==> src/rtl/spi_pkg.sv <==
// Shared SPI definitions: sequencer state encoding and default widths.
package spi_pkg;

    localparam int unsigned SPI_DATA_WIDTH_DEF     = 8;
    localparam int unsigned BURST_LENGTH_WIDTH_DEF = 4;
    localparam int unsigned GAP_CYCLES_DEF         = 4;
    localparam int unsigned TIMEOUT_CYCLES_DEF     = 1024;

    typedef enum logic [2:0] {
        ST_IDLE      = 3'd0,
        ST_LOAD      = 3'd1,
        ST_LAUNCH    = 3'd2,
        ST_WAIT_DONE = 3'd3,
        ST_DELIVER   = 3'd4,
        ST_GAP       = 3'd5
    } spi_state_t;

endpackage

==> src/rtl/spi_watchdog_counter.sv <==
// Per-word watchdog: down-counter loaded at launch, expires at terminal count.
// Only built when SPI_BURST_TIMEOUT_EN is defined.
`ifdef SPI_BURST_TIMEOUT_EN
module spi_watchdog_counter #(
    parameter int unsigned TIMEOUT_CYCLES = 1024
) (
    input  logic i_clock,
    input  logic i_reset_n,
    input  logic i_load,
    input  logic i_run,
    output logic o_expire
);

    localparam int unsigned CNT_W = (TIMEOUT_CYCLES > 1) ? $clog2(TIMEOUT_CYCLES) : 1;

    logic [CNT_W-1:0] count;

    always_ff @(posedge i_clock) begin
        if (!i_reset_n) begin
            count <= '0;
        end else if (i_load) begin
            count <= CNT_W'(TIMEOUT_CYCLES - 1);
        end else if (i_run && (count != '0)) begin
            count <= count - 1'b1;
        end
    end

    assign o_expire = i_run && (count == '0);

endmodule
`endif

==> src/rtl/spi_burst_sequencer.sv <==
// Burst sequencer feeding words to an SPI master and returning its replies.
// Optional per-word watchdog enabled by defining SPI_BURST_TIMEOUT_EN.
//
// state        | meaning
// -------------+------------------------------------------------
// ST_IDLE      | waiting for i_start with a non-zero length
// ST_LOAD      | o_tx_ready high, waiting for the next TX word
// ST_LAUNCH    | one-cycle o_spi_enable to the SPI master
// ST_WAIT_DONE | waiting for i_spi_done (watchdog may abort)
// ST_DELIVER   | o_rx_valid high until consumer takes the word
// ST_GAP       | idle spacing before the next word
module spi_burst_sequencer
    import spi_pkg::*;
#(
    parameter int unsigned SPI_DATA_WIDTH     = SPI_DATA_WIDTH_DEF,
    parameter int unsigned BURST_LENGTH_WIDTH = BURST_LENGTH_WIDTH_DEF,
    parameter int unsigned GAP_CYCLES         = GAP_CYCLES_DEF,
    parameter int unsigned TIMEOUT_CYCLES     = TIMEOUT_CYCLES_DEF
) (
    input  logic                          i_clock,
    input  logic                          i_reset_n,
    input  logic                          i_start,
    input  logic [BURST_LENGTH_WIDTH-1:0] i_burst_length,
    input  logic [SPI_DATA_WIDTH-1:0]     i_tx_data,
    input  logic                          i_tx_valid,
    output logic                          o_tx_ready,
    output logic [SPI_DATA_WIDTH-1:0]     o_rx_data,
    output logic                          o_rx_valid,
    input  logic                          i_rx_ready,
    output logic                          o_spi_enable,
    output logic [SPI_DATA_WIDTH-1:0]     o_spi_data_in,
    input  logic [SPI_DATA_WIDTH-1:0]     i_spi_data_out,
    input  logic                          i_spi_done,
    output logic                          o_busy,
    output logic                          o_burst_done,
    output logic                          o_timeout
);

    localparam int unsigned GAP_W    = (GAP_CYCLES > 1) ? $clog2(GAP_CYCLES) : 1;
    localparam int unsigned GAP_LOAD = (GAP_CYCLES > 0) ? GAP_CYCLES - 1 : 0;

    spi_state_t                    state, state_nxt;
    logic [BURST_LENGTH_WIDTH-1:0] remaining;
    logic [GAP_W-1:0]              gap_cnt;
    logic                          burst_done_q;

    logic start_acc, tx_hs, done_cap, rx_hs, last_word, gap_load, wd_abort;
    logic tx_ready, spi_enable;
    logic wd_expire;

    always_ff @(posedge i_clock) begin
        if (!i_reset_n) begin
            state <= ST_IDLE;
        end else begin
            state <= state_nxt;
        end
    end

    always_comb begin
        state_nxt  = state;
        tx_ready   = 1'b0;
        spi_enable = 1'b0;
        start_acc  = 1'b0;
        tx_hs      = 1'b0;
        done_cap   = 1'b0;
        rx_hs      = 1'b0;
        last_word  = 1'b0;
        gap_load   = 1'b0;
        wd_abort   = 1'b0;
        case (state)
            ST_IDLE: begin
                if (i_start && (i_burst_length != '0)) begin
                    start_acc = 1'b1;
                    state_nxt = ST_LOAD;
                end
            end
            ST_LOAD: begin
                tx_ready = 1'b1;
                if (i_tx_valid) begin
                    tx_hs     = 1'b1;
                    state_nxt = ST_LAUNCH;
                end
            end
            ST_LAUNCH: begin
                spi_enable = 1'b1;
                state_nxt  = ST_WAIT_DONE;
            end
            ST_WAIT_DONE: begin
                // A done arriving on the expiry cycle still wins over the abort.
                if (i_spi_done) begin
                    done_cap  = 1'b1;
                    state_nxt = ST_DELIVER;
                end else if (wd_expire) begin
                    wd_abort  = 1'b1;
                    state_nxt = ST_IDLE;
                end
            end
            ST_DELIVER: begin
                if (i_rx_ready) begin
                    rx_hs = 1'b1;
                    if (remaining == BURST_LENGTH_WIDTH'(1)) begin
                        last_word = 1'b1;
                        state_nxt = ST_IDLE;
                    end else if (GAP_CYCLES > 0) begin
                        gap_load  = 1'b1;
                        state_nxt = ST_GAP;
                    end else begin
                        state_nxt = ST_LOAD;
                    end
                end
            end
            ST_GAP: begin
                if (gap_cnt == '0) begin
                    state_nxt = ST_LOAD;
                end
            end
            default: state_nxt = ST_IDLE;
        endcase
    end

    always_ff @(posedge i_clock) begin
        if (!i_reset_n) begin
            remaining     <= '0;
            gap_cnt       <= '0;
            o_spi_data_in <= '0;
            o_rx_data     <= '0;
            burst_done_q  <= 1'b0;
        end else begin
            if (start_acc) begin
                remaining <= i_burst_length;
            end else if (rx_hs) begin
                remaining <= remaining - 1'b1;
            end
            if (gap_load) begin
                gap_cnt <= GAP_W'(GAP_LOAD);
            end else if ((state == ST_GAP) && (gap_cnt != '0)) begin
                gap_cnt <= gap_cnt - 1'b1;
            end
            if (tx_hs) begin
                o_spi_data_in <= i_tx_data;
            end
            if (done_cap) begin
                o_rx_data <= i_spi_data_out;
            end
            burst_done_q <= last_word;
        end
    end

`ifdef SPI_BURST_TIMEOUT_EN
    logic timeout_q;

    spi_watchdog_counter #(
        .TIMEOUT_CYCLES(TIMEOUT_CYCLES)
    ) u_watchdog (
        .i_clock  (i_clock),
        .i_reset_n(i_reset_n),
        .i_load   (spi_enable),
        .i_run    (state == ST_WAIT_DONE),
        .o_expire (wd_expire)
    );

    always_ff @(posedge i_clock) begin
        if (!i_reset_n) begin
            timeout_q <= 1'b0;
        end else if (start_acc) begin
            timeout_q <= 1'b0;
        end else if (wd_abort) begin
            timeout_q <= 1'b1;
        end
    end

    assign o_timeout = timeout_q;
`else
    logic unused_timeout_cfg;

    assign unused_timeout_cfg = ^TIMEOUT_CYCLES;
    assign wd_expire          = 1'b0;
    assign o_timeout          = 1'b0;
`endif

    assign o_tx_ready   = tx_ready;
    assign o_spi_enable = spi_enable;
    assign o_rx_valid   = (state == ST_DELIVER);
    assign o_busy       = (state != ST_IDLE);
    assign o_burst_done = burst_done_q;

endmodule
==> config.mk <==
export PLATFORM = sky130hd
export DESIGN_NAME = spi_burst_sequencer
export DESIGN_NICKNAME = d
export VERILOG_FILES = /design/src/rtl/spi_pkg.sv /design/src/rtl/spi_watchdog_counter.sv /design/src/rtl/spi_burst_sequencer.sv
export SDC_FILE = /design/constraint.sdc
export NUM_CORES = 1
export LEC_CHECK = 0
export ABC_CLOCK_PERIOD_IN_PS = 2850
export CAP_MARGIN = 15
export CORE_UTILIZATION = 46
export DETAILED_ROUTE_END_ITERATION = 16
export MAX_ROUTING_LAYER = met4
export PLACE_DENSITY_LB_ADDON = 0.15
export SYNTH_ARGS = -nofsm -noshare
export SYNTH_HDL_FRONTEND = slang
export SYNTH_HIERARCHICAL = 1
export SYNTH_SLANG_ARGS = --single-unit
==> constraint.sdc <==
create_clock -name i_clock -period 2.85 [get_ports i_clock]
set_input_delay 0.285 -clock i_clock [delete_from_list [all_inputs] [get_ports i_clock]]
set_output_delay 0.285 -clock i_clock [all_outputs]
set_load 0.02 [all_outputs]
* After elaboration in Yosys (flattened, before gate mapping)
Cells that the tools add are included.
** Operators by class
- $add $sub $neg :: 2
- Multiply operators :: 0
- Divide/modulo/power cells :: 0
- $lt $le $gt $ge :: 0
- Equal/unequal tests :: 11
- Shifts and indexed selects :: 0
- Muxes and demuxes :: 25
- Bitwise operators :: 0
- Reduce and logical (&&, ||, !) cells :: 11
** Operator list (number)
- $mux W3 :: 6
- $pmux W3 S6 :: 1
- $mux W1 :: 14
- $mux W4 :: 2
- $ne A2 B2 Y1 const B :: 4
- $eq A3 B2 Y1 const B :: 2
- $eq A3 B3 Y1 const B :: 2
- $reduce_bool A2 Y1 :: 3
- $reduce_and A5 Y1 :: 1
- $eq A4 B1 Y1 const B :: 1
- $mux W2 :: 2
- $reduce_bool A4 Y1 :: 1
- $sub A4 B1 Y4 const B :: 1
- $eq A3 B1 Y1 const B :: 1
- $logic_not A3 Y1 :: 1
- $reduce_and A3 Y1 :: 1
- $reduce_bool A3 Y1 :: 1
- $logic_and A1 B1 Y1 :: 2
- $logic_not A2 Y1 :: 1
- $ne A2 B1 Y1 const B :: 1
- $sub A2 B1 Y2 const B :: 1
** Word-level totals
- Register bits after elaboration :: 26
- Bits in latches :: 0
- RAM bits :: 0
- Memory bits (read-only) :: 0
- Input bits :: 26
- Output and inout bits :: 22
- Logic and storage cells :: 55
- Memories :: 0

* Longest topological paths before layout
Gate-level depths: netlist of run 1.
- Depth after elaboration :: 5
- Depth in mapped cells :: 6
- Mapped depth without buffers :: 6

* Least setup slack after synthesis of run 1
Ideal clock, no wire load.
- Kind :: reg-to-reg
- From :: reg state[0]
- To :: reg o_spi_data_in[0]
- Library setup time :: 0.116 ns
- Arrival time :: 1.611 ns
- Required time :: 2.734 ns
- Slack :: 1.123 ns
- Cell stages (with the launch flop) :: 6
- Buffers on the path :: 1
- Period minus slack after synthesis :: 1.727 ns
- Cell sequence :: dfxtp_1 > nor3b_1 > and2_1 > buf_2 > mux2i_1 > nor2b_1
** Between the ends
- Cells in the longest elaborated chain, start to end :: 2
** RTL lines
- start, declared :: RTL line spi_burst_sequencer.sv:42 : spi_state_t state, state_nxt;
- start signal, assigned :: RTL line spi_burst_sequencer.sv:55 : state <= state_nxt;
- $eq A3 B1 Y1 :: RTL line spi_burst_sequencer.sv:70 : case (state)
- $mux W1 :: RTL line spi_burst_sequencer.sv:70
- end signal, assigned :: RTL line spi_burst_sequencer.sv:140 : o_spi_data_in <= i_tx_data;
- end, declared :: RTL line spi_burst_sequencer.sv:31 : output logic [SPI_DATA_WIDTH-1:0] o_spi_data_in,
No other way between the ends.
A chain may end at the register's enable or synchronous reset.

* Worst setup path in the final report of run 1
- From :: reg state[2]
- To :: out o_rx_valid
** Between the ends
- Cells in the longest elaborated chain, start to end :: 1
** RTL lines
- $eq A3 B3 Y1 :: RTL line spi_burst_sequencer.sv:183 : assign o_rx_valid = (state == ST_DELIVER);
- end, declared :: RTL line spi_burst_sequencer.sv:28 : output logic o_rx_valid,
No other way between the ends.

==> results of run 1 <==
## power by group through the flow
stage	registers, W	logic [W]	clock network (W)
6_report	0.000396	0.000152	0.000253
5_1_grt	0.000399	0.000166	0.000273
2_1_floorplan	0.000404	0.0000845	0
4_1_cts	0.000396	0.000153	0.000262
3_3_place_gp	0.000403	0.000151	0
3_5_place_dp	0.000404	0.000152	0
## sequential cells by signal, indices dropped and copies added (netlist names)
register / cells
o_burst_done: 1
o_spi_data_in: 8
state: 3
gap_cnt: 2
remaining: 4
o_rx_data: 8
## per-stage QoR
stage	cell area (um^2)	utilization (%)	hold WS, ns
after CTS	1750	69.3	0.491
after global placement	1700	67.2	0.455
after floorplan	1240	-	0.404
after detailed placement	1700	67.2	0.468
after global routing	1750	69.3	0.517
final	1750	69.3	0.488
## kinds of logic (layout without fill, tap and decap cells)
kind of cell | after synthesis | after routing | share of synthesized area [%]
muxes | 10 | 10 | 8.07
AOI/OAI and AO/OA | 27 | 27 | 16.0
xor gates and xnor gates | 3 | 3 | 2.12
buffers and inverters | 14 | 56 | 5.25
adders and majority gates | 3 | 3 | 3.03
DFF | 26 | 26 | 42.0
other | 1 | 1 | 0.302
and+or+nand+nor | 52 | 52 | 23.2
## per-layer routing
metal	vias to the layer above	GRT usage (%)	part of all wire [%]
li1	551	-	-
met1	485	23.1	45
met2	26	33.7	50
met3	4	2.54	3.9
met4	0	7.89	1.2
met5	-	-	0
## cell usage after synthesis, types with 2 or more instances
cell type  instances  area (um^2)
clkbuf_1           5         18.8
nor3b_1            3         22.5
a21boi_0           9         67.6
a222oi_1           3         30.0
xor2_1             2         17.5
nor2_1             4         15.0
nand2_1           22         82.6
a21oi_1            4         20.0
o21a_1             2         15.0
mux2i_1           10          100
nor3_1             2         10.0
dfxtp_1           26          521
inv_1              6         22.5
ha_1               3         37.5
nor2b_1           12         75.1
o21ai_0            2         10.0
## cell type report
class	count	area share, %
inverter	6	1.29
clock inverter	1	1.72
tap	30	2.15
clock buffer	3	1.29
timing repair buffer	46	26.3
multi-input combinational	96	37.4
sequential	26	29.8
## placed cells by master, fill, tap and decap left out, types with 2 or more instances in the layout
cell type        instances
clkbuf_4                 3
o21ai_0                  2
ha_1                     3
a21oi_1                  4
o21a_1                   2
nor2b_1                 12
dfxtp_1                 26
mux2i_1                 10
clkdlybuf4s50_1         46
a222oi_1                 3
xor2_1                   2
nand2_1                 22
nor3_1                   2
inv_1                    6
nor3b_1                  3
nor2_1                   4
a21boi_0                 9
## worst paths after layout
| path | startpoint | end | slack (ns) |
|---|---|---|---|
| max | state[2]$_SDFFE_PN0P_ | o_rx_valid | 0.68 |
| min | o_rx_data[0]$_SDFFE_PN0P_ | o_rx_data[0]$_SDFFE_PN0P_ | 0.49 |
| min reg2reg | o_rx_data[0]$_SDFFE_PN0P_ | o_rx_data[0]$_SDFFE_PN0P_ | 0.49 |
| max reg2reg | state[0]$_SDFFE_PN0P_ | o_spi_data_in[1]$_SDFFE_PN0P_ | 1.10 |
## critical path, delay by kind of cell, from the launching register on
family	cells	cell delay, ns
buf+inv	2	0.78
flops	1	0.62
simple gates	1	0.16
==> results.toml, run 1 <==
[sta]
final-hold-violation-count = 0
finClkSkew_ns = 0.00495
fin_crit_ns = 2.17
finalMaxSlewViolations = 0
fin_setup_tns_ns = 0
setup_violations = 0
relSlewSlack_pct = 50.6
fin_ws_ns = 0.681
max_freq_ghz = 0.461
rsz0062_at_grt = "no"
tightest_slew_ns = 0.738
finalCritPeriodShare_pct = 76.1

[worst_setup_path]
end_kind = "output port"
slowest_delay_ns = 0.62
path_class = "reg -> out"
worstPathMaxFanout = 14
path_cells = "inv_1 > nor3_1 > clkdlybuf4s50_1"
rr_worst_depth = 4
critPathLaunchType = "flip-flop"
cp.required_ns = 2.57
arrival_ns = 1.88
slowest_stage = "dfxtp_1"

[floorplanning]
fp.dieW_um = 53.9
start_util_pct = 49.2
placeableCoreArea_um2 = 2520
rows = 18
dieArea_um2 = 2910
num_io_pins = 48
die_y_um = 53.9

[routing]
drt-total-wl_mm = 2.52
drt_iter0_drc = 11
routedWlPerCell_um = 12.1
avgViaCountPerCell = 5.13
dr.pass1.iters = 4
vias = 1066
drc_errors = 0
ant_nets = 0

[synthesis]
synth_nets = 165
syn_area_um2 = 1240
synth-edff-count = 0
async_reset_ff_share_pct = 0
synth.avg_cell_area_um2 = 9.12
synth-seq-cells = 26
ys.flop_type = "dfxtp_1"
synth-warning-count = 6
synth_cell_types = 37
yosysSeqAreaShare_pct = 42.0
synthCells = 136

[cts]
htreeDepth = 1
cts_hold_buf = 0
post_cts_resized = 0
cts_buffers = 3
path_clk_slew_ns = 0.14
cts-root-buf = "clkbuf_4"
clk_latency_ns = 0.32
clockBufferDepth = 2
clock_sinks = 26
cts_tree = "done"
cts_setup_buffers = 0

[global_routing]
grt_start_max_net_pins = 27
antenna_found_initial = 0
grt_use_total_pct = 19.7
grt_pass1_vias = 941
grt_pass1_wl_mm = 4.02
grt-ovfl-total = 0

[power]
internal_power_w = 0.000609
sw_frac_of_total_pct = 23.9
clockPowerShare_pct = 31.6
seqPwrFrac_pct = 49.5
comb_power_share_pct = 18.9
switchingPower_w = 0.000191
power_density_nw_per_um2 = 458
leakage_nw = 0.618
vdd_drop_max_mv = 0.309
total_power_w = 0.000801

[finish]
filler_cell_count = 222
nNetsFinal = 208
num_antenna_cells = 0
multi_input_area_um2 = 654
drive_gt1_share_pct = 5.06
syn2layout_area_growth_pct = 41.0
fin_cells = 208
seqCellArea_um2 = 520

[placement]
dp_cells = 204
numPortBuffers = 46
gp_congestion = 0.734
dp_hpwl_mm = 1.81
dp_worst_setup_slack_ns = 0.883

[worst_hold_path]
min_path_type = "reg -> reg"
holdPathStages = 2

[run_status]
status = "completed"

[flow_run]
drv_cap = 0
Power figures use the tool's default switching activity.
==> run 2: changes to the inputs <==
ABC_CLOCK_PERIOD_IN_PS = 1750   (was 2850)
CORE_UTILIZATION = 39   (was 46)
clock period = 1.75 ns   (was 2.85 ns; I/O delays follow)
==> results.toml, run 2 (same netlist as run 1, synthesis figures left out) <==
[worst_setup_path]
rr_worst_depth = 5
arrival_ns = 1.39
crit_family = "flip-flops"
slowest_stage = "dfxtp_2"
critPathLaunchType = "flip-flop"
path_cells = "or3_1 > dlygate4sd2_1"
r2r-end = "remaining[3]$_SDFFE_PN0P_"
cp.required_ns = 1.57
slowest_delay_ns = 0.39
regToRegStartpoint = "state[0]$_SDFFE_PN0P_"
worstPathMaxFanout = 10
path_buf_inv = 1
path_class = "reg -> out"
end_kind = "output port"
r2r_slack_ns = 0.18

[cts]
clock_sinks = 26
clockBufferDepth = 2
htreeDepth = 1
clk_latency_ns = 0.31
cts_setup_buffers = 0
path_clk_slew_ns = 0.13
cts_buffers = 3
cts_tree = "done"
cts-root-buf = "clkbuf_4"

[routing]
dr.pass1.iters = 6
ant_nets = 0
drc_errors = 0
routedWlPerCell_um = 12.4
drt_iter0_drc = 63
drt-total-wl_mm = 2.84
vias = 1129
avgViaCountPerCell = 4.93

[finish]
final_cell_area_um2 = 1790
filler_cell_count = 266
drive_gt1_share_pct = 9.73
seqCellArea_um2 = 523
multi_input_area_um2 = 654
mostFrequentLayoutCell = "clkdlybuf4s50_1"
num_antenna_cells = 0
largestRegisters = "o_rx_data (8), o_spi_data_in (8), remaining (4)"
syn2layout_area_growth_pct = 44.6
final_util_pct = 59.2
fin_cells = 229
layout_common_cells = "42 x clkdlybuf4s50_1, 24 x dfxtp_1, 22 x nand2_1"
nNetsFinal = 216

[sta]
max_freq_ghz = 0.637
finClkSkew_ns = 0.00792
finalCritPeriodShare_pct = 89.7
setup_violations = 0
finalMaxSlewViolations = 0
fin_setup_tns_ns = 0
final-hold-violation-count = 0
fin_crit_ns = 1.57
rsz0062_at_grt = "no"

[run_status]
status = "completed"

[global_routing]
grt_pass1_vias = 1121
grt_use_total_pct = 18.6
antenna_found_initial = 0
grt_pass1_wl_mm = 4.75
grt-ovfl-total = 0
grt_start_max_net_pins = 20

[placement]
numPortBuffers = 46
dp_hpwl_mm = 2.21
place_area_um2 = 1770
gp_congestion = 0.753
dp_cells = 226

[worst_hold_path]
hold_start = "i_spi_data_out[0]"
min_path_type = "in -> reg"
holdPathEnd = "o_rx_data[0]$_SDFFE_PN0P_"
holdPathStages = 3

[floorplanning]
start_util_pct = 41.0
placeableCoreArea_um2 = 3030
rows = 20
die_y_um = 58.4
fp.dieW_um = 58.4
num_io_pins = 48
dieArea_um2 = 3410

[flow_run]
drv_cap = 0

[power]
leakage_nw = 0.662
power_density_nw_per_um2 = 643
vdd_drop_max_mv = 0.372
[run 2: cell count changes in the layout (fill, tap and decap cells not counted), sizes merged]
cell / change
dlygate4sd2: +4
clkdlybuf4s50: -4
bufinv: -1
buf: +8
[run 2: worst register-to-register path: stages (launching register included)]
cell and delay [ns]:
dfxtp_1 0.38, buf_4 0.18, and4bb_1 0.39, a21oi_1 0.13
a222oi_1 0.30, nor2b_1 0.08
[run 2: where the power goes]
part	switching, W	internal, W
clock network	0.000165	0.0000805
registers	0.0000220	0.000616
logic	0.000117	0.000152
[run 2: routing by layer]
metal	track usage, %	wire length (um)
met1	21.0	1240
met2	33.2	1450
met3	1.98	106
met4	8.16	34
met5	-	0
[run 2: repair_timing]
action	4_1_cts	5_1_grt
endpoints found under the hold margin	0	0
endpoints found under the setup margin	4	0
hold buffers	0	0
resized for setup	6	0
[run 2: worst max-delay path by stage]
stage,endpoint,cells after the start,slack [ns],from
final,o_busy,2,0.18,state[1]$_SDFFE_PN0P_
after global routing,remaining[0]$_SDFFE_PN0P_,5,0.05,state[0]$_SDFFE_PN0P_
after CTS,o_tx_ready,2,0.16,state[0]$_SDFFE_PN0P_
after detailed placement,state[2]$_SDFFE_PN0P_,5,-0.13,i_burst_length[0]
after global placement,state[2]$_SDFFE_PN0P_,5,-0.08,i_burst_length[0]
after floorplan,o_spi_data_in[0]$_SDFFE_PN0P_,5,0.02,state[0]$_SDFFE_PN0P_
[run 2: cell type report]
class	count	share of cell area, %
clock buffer	3	1.26
timing repair buffer	54	28.8
inverter	6	1.26
multi-input combinational	96	36.5
sequential	26	29.2
tap	44	3.07
[run 2: stage by stage]
step           hold WS, ns  power (W)  setup WS (ns)
6_report             0.411    0.00115          0.180
2_1_floorplan        0.294   0.000796         0.0227
3_3_place_gp         0.451   0.000918        -0.0828
5_1_grt              0.413    0.00121         0.0485
3_5_place_dp         0.464   0.000926         -0.132
4_1_cts              0.408    0.00116          0.164
